**src/rtl/block_storage_if.sv**
```systemverilog
// Byte-load bus into the header store and its parallel chunk views.
// The loader drives the write side; the SHA-256 core consumes the chunk views.
interface block_storage_if;
    logic             i_data_en;
    logic [7:0]       i_data;
    logic [6:0]       i_data_sel;
    logic [63:0][7:0] chunk_1;
    logic [15:0][7:0] chunk_2;
    logic [3:0][7:0]  difficulty;

    modport master (
        output i_data_en,
        output i_data,
        output i_data_sel,
        input  chunk_1,
        input  chunk_2,
        input  difficulty
    );

    modport slave (
        input  i_data_en,
        input  i_data,
        input  i_data_sel,
        output chunk_1,
        output chunk_2,
        output difficulty
    );
endinterface

```
**src/rtl/block_storage.sv**
```systemverilog
// 80-byte Bitcoin block header store, loaded one byte per cycle.
// It exposes the header as two hash chunks plus the nBits difficulty field.
module block_storage (
    input  logic           clk,
    input  logic           n_rst,
    block_storage_if.slave bus
);
    localparam logic [6:0] NUM_BYTES = 7'd80;

    logic [79:0][7:0] bytes_r;
    logic             wr_en_s;

    // Qualify the write: indices 80..127 are silently ignored.
    always_comb begin
        wr_en_s = 1'b0;
        if (bus.i_data_en && (bus.i_data_sel < NUM_BYTES)) begin
            wr_en_s = 1'b1;
        end else begin
            wr_en_s = 1'b0;
        end
    end

    // Header byte storage; reset clears the whole header and discards a partial load.
    always_ff @(posedge clk or negedge n_rst) begin
        if (!n_rst) begin
            bytes_r <= '0;
        end else if (wr_en_s) begin
            bytes_r[bus.i_data_sel] <= bus.i_data;
        end else begin
            bytes_r <= bytes_r;
        end
    end

    // Difficulty aliases the same registers as chunk_2[8..11].
    assign bus.chunk_1    = bytes_r[63:0];
    assign bus.chunk_2    = bytes_r[79:64];
    assign bus.difficulty = bytes_r[75:72];
endmodule

```
**src/flat_wrapper.sv**
```systemverilog
// flat-port wrapper written by rule: the top's interface ports become plain ports
module block_storage_flat 
  (clk, n_rst, bus_i_data_en, bus_i_data, bus_i_data_sel, bus_chunk_1, bus_chunk_2, bus_difficulty);
  block_storage_if bus_i ();
  input  logic clk;
  input  logic n_rst;
  input wire logic [$bits(bus_i.i_data_en)-1:0] bus_i_data_en;
  input wire logic [$bits(bus_i.i_data)-1:0] bus_i_data;
  input wire logic [$bits(bus_i.i_data_sel)-1:0] bus_i_data_sel;
  output wire logic [$bits(bus_i.chunk_1)-1:0] bus_chunk_1;
  output wire logic [$bits(bus_i.chunk_2)-1:0] bus_chunk_2;
  output wire logic [$bits(bus_i.difficulty)-1:0] bus_difficulty;
  assign bus_i.i_data_en = bus_i_data_en;
  assign bus_i.i_data = bus_i_data;
  assign bus_i.i_data_sel = bus_i_data_sel;
  assign bus_chunk_1 = bus_i.chunk_1;
  assign bus_chunk_2 = bus_i.chunk_2;
  assign bus_difficulty = bus_i.difficulty;
  block_storage u_core (.clk(clk), .n_rst(n_rst), .bus(bus_i));
endmodule
```
**config.mk**
```make
export PLATFORM = sky130hd
export DESIGN_NAME = block_storage_flat
export DESIGN_NICKNAME = d
export VERILOG_FILES = /design/src/rtl/block_storage_if.sv /design/src/rtl/block_storage.sv /design/src/flat_wrapper.sv
export SDC_FILE = /design/constraint.sdc
export NUM_CORES = 1
export LEC_CHECK = 0
export CAP_MARGIN = 20
export CORE_MARGIN = 2
export CORE_UTILIZATION = 35
export DETAILED_ROUTE_END_ITERATION = 6
export GPL_TIMING_DRIVEN = 0
export RECOVER_POWER = 50
export SLEW_MARGIN = 5
export SYNTH_ARGS = -nofsm -noshare
export SYNTH_HDL_FRONTEND = slang
export SYNTH_SLANG_ARGS = --single-unit
```
**constraint.sdc**
```tcl
create_clock -name clk -period 0.8 [get_ports clk]
set_input_delay 0.12 -clock clk [delete_from_list [all_inputs] [get_ports clk]]
set_output_delay 0.12 -clock clk [all_outputs]
set_load 0.01 [all_outputs]
```
==> flow_metrics.tcl <==
set metrics [dict create \
    dp.cells 3175 \
    avgSynthCellArea_um2 16.41 \
    clock_latency_ns 0.60 \
    ioPinCount 690 \
    cp-end-kind "output pin" \
    fin_hold_ws_ns -0.3079 \
    min_period_ns 1.436 \
    drv_slew 0 \
    stdcell_count 3591 \
    power_w 0.08026 \
    wl_um 90740 \
    max-slew-margin-rel_pct 17.15 \
    numPortBuffers 681 \
    syn_to_final_growth_pct 58.32 \
    antenna_left 0 \
    antenna_found_initial 5 \
    synth-seq-cells 640 \
    crit_path_max_fanout 3 \
    maxCapViolations 0 \
    drc_errors 0 \
    rsz0062_at_grt "yes" \
    num_vias 17290 \
    globalplace.congestion 0.7875 \
    reg2reg_from "u_core.bus.chunk_2[68]" \
    routed_via_density 4.815 \
    cts.root.buffer_cell "clkbuf_16" \
    clock_skew_ns 0 \
    routedWlPerCell_um 25.27 \
    numCtsBuffers 73 \
    gr-total-overflow 0 \
    syn-cell-area_um2 25150 \
    ir_drop_uv 1651 \
    fin_nets 2600 \
    powerDensity_nw_per_um2 2016 \
    synth_cells 1533 \
    synth_nets 1551 \
    die_h_um 272.1 \
    fp-row-count 98 \
    first_global_vias 17890 \
    fin_ws_ns -0.6356 \
    max-clock-path-buffers 3 \
    hold_viol_final 103 \
    max_clock_freq_mhz 696.6 \
    htreeDepth 3 \
    ys_types 27 \
    path_class "flop to output pin" \
    tns_ns -561.57 \
    total_leakage_power_nw 20.43 \
    worst_pin_slew_ns 1.243 \
    start_kind "flop" \
    worstSetupStartpoint "u_core.bus.chunk_2[79]" \
    yosysSeqAreaShare_pct 63.68 \
    initial_core_util_pct 35.24 \
    hold_class "input pin to async pin" \
    run_status "complete, but fails checks" \
    clk_pin_slew_ns 0.06 \
    die-width_um 272.1 \
    die_area_um2 74020 \
    hpwl_um 62930 \
    setup_violations 1520 \
    dr.pass1.iters 4 \
    grt_pass1_wl_um 128700 \
    crit_required_ns 0.68 \
    track_usage_pct 23.64 \
    drive_above_1_share_pct 72.54 \
    cp.arrival_ns 1.32 \
    drt-initial-drc-count 864 \
    violations "negative hold slack, negative setup slack" \
    timing.final.crit_share_pct 179.4 \
    grt_max_degree 116 \
    coreArea_um2 71360 \
    cts_tree "built" \
    yosysWarnings 0 \
    clock-sinks 640 \
]
worst paths after layout:
check / depth (start not counted) / end / slack (ns)
setup / recovery: 2 / bus_difficulty[15] / -0.64
hold / removal: 1 / u_core.bus.chunk_1[367] / -0.31
setup reg to reg: 3 / u_core.bus.chunk_2[68] / -0.24
hold reg to reg: 1 / u_core.bus.chunk_2[126] / 0.50
max in group asynchronous: 3 / u_core.bus.chunk_1[34] / -0.31
min in group clk: 5 / u_core.bus.chunk_1[127] / 0.21
synth_stat cells:
cell type	count	area share (%)
and4b_1	1	0.040
buf_1	12	0.18
buf_2	19	0.38
buf_4	36	1.1
buf_6	3	0.13
clkbuf_1	72	1.1
clkbuf_2	1	0.020
dfrtp_1	640	64
mux2_1	2	0.090
mux2_2	630	28
mux2_4	8	0.48
nand3_1	28	0.56
nand3_2	12	0.48
nand4_1	1	0.025
nand4b_1	4	0.14
nand4bb_1	4	0.18
nor3_2	7	0.28
nor3_4	33	2.1
nor4_2	1	0.050
nor4b_1	1	0.035
nor4b_2	4	0.24
nor4bb_1	7	0.28
o21a_1	1	0.030
o21ai_1	1	0.020
or4_1	1	0.030
or4b_1	3	0.12
or4b_4	1	0.055
flip-flops by register name (all words and copies together) (netlist names):
signal	cells
u_core.bus.chunk_2	128
u_core.bus.chunk_1	512
area by class of cell:
class | count | area (µm²)
Fill cell | 5905 | 31550
Sequential cell | 640 | 16030
Multi-Input combinational cell | 750 | 10170
Timing Repair Buffer | 980 | 8894
Clock buffer | 117 | 2246
Tap cell | 950 | 1189
Buffer | 137 | 1131
Clock inverter | 13 | 148.9
Antenna cell | 4 | 10.01
where the power goes:
group / total (W) / leakage, nW / internal, W / switching, W
clock network: 0.0332 / 1.17 / 0.0196 / 0.0136
registers: 0.0356 / 8.78 / 0.0343 / 0.00134
logic: 0.0114 / 10.5 / 0.00614 / 0.00529
total: 0.0803 / 20.4 / 0.0601 / 0.0202
kinds of logic after synthesis:
logic type,count (synthesis),share of synthesized area [%]
AOI/OAI and AO/OA,2,0.04974
buffers and inverters,143,2.861
DFF,640,63.68
muxes,640,28.77
and+or+nand+nor,108,4.637
per-stage QoR:
| step | area [µm²] | util [%] | worst slack, ns |
|---|---|---|---|
| 6_report | 39820 | 55.80 | -0.6356 |
| 5_1_grt | 39810 | 55.79 | -0.6760 |
| 4_1_cts | 37740 | 52.88 | -0.6807 |
| 3_5_place_dp | 34050 | 47.71 | -2.556 |
| 3_3_place_gp | 33810 | 47.38 | -28.59 |
| 2_1_floorplan | 25810 | - | -0.9398 |
what timing repair did:
action                     in CTS  in global routing
hold endpoints to repair      103                432
pin swaps                      64                 36
gates resized for setup      1211               2264
buffers inserted               79                196
setup endpoints to repair    1520               1711
cloned                         10                  4
routing by layer:
metal | GRT usage [%] | wire [µm] | vias to the layer above
met1 | 28.22 | 35700 | 9069
li1 | - | - | 7523
met3 | 7.987 | 7183 | 139
met4 | 8.039 | 2723 | 2
met5 | 0 | 13 | -
met2 | 39.95 | 45110 | 558
cell usage in the layout, fill, tap and decap left out, drive strengths merged:
cell and instances:
and4b 1, buf 749, bufbuf 1, bufinv 1, clkbuf 483, clkdlybuf4s15 1, clkinv 10, clkinvlp 1
dfrtp 640, diode 4, inv 1, mux2 640, nand3 40, nand4 1, nand4b 4, nand4bb 4
nor3 40, nor4 1, nor4b 5, nor4bb 7, o21a 1, o21ai 1, or4 1, or4b 4
worst max-delay path, stage by stage, from the launching register on:
cell     delay [ns]
dfrtp_2        0.47
buf_6          0.14
buf_6          0.11
Power figures use the tool's default switching activity.
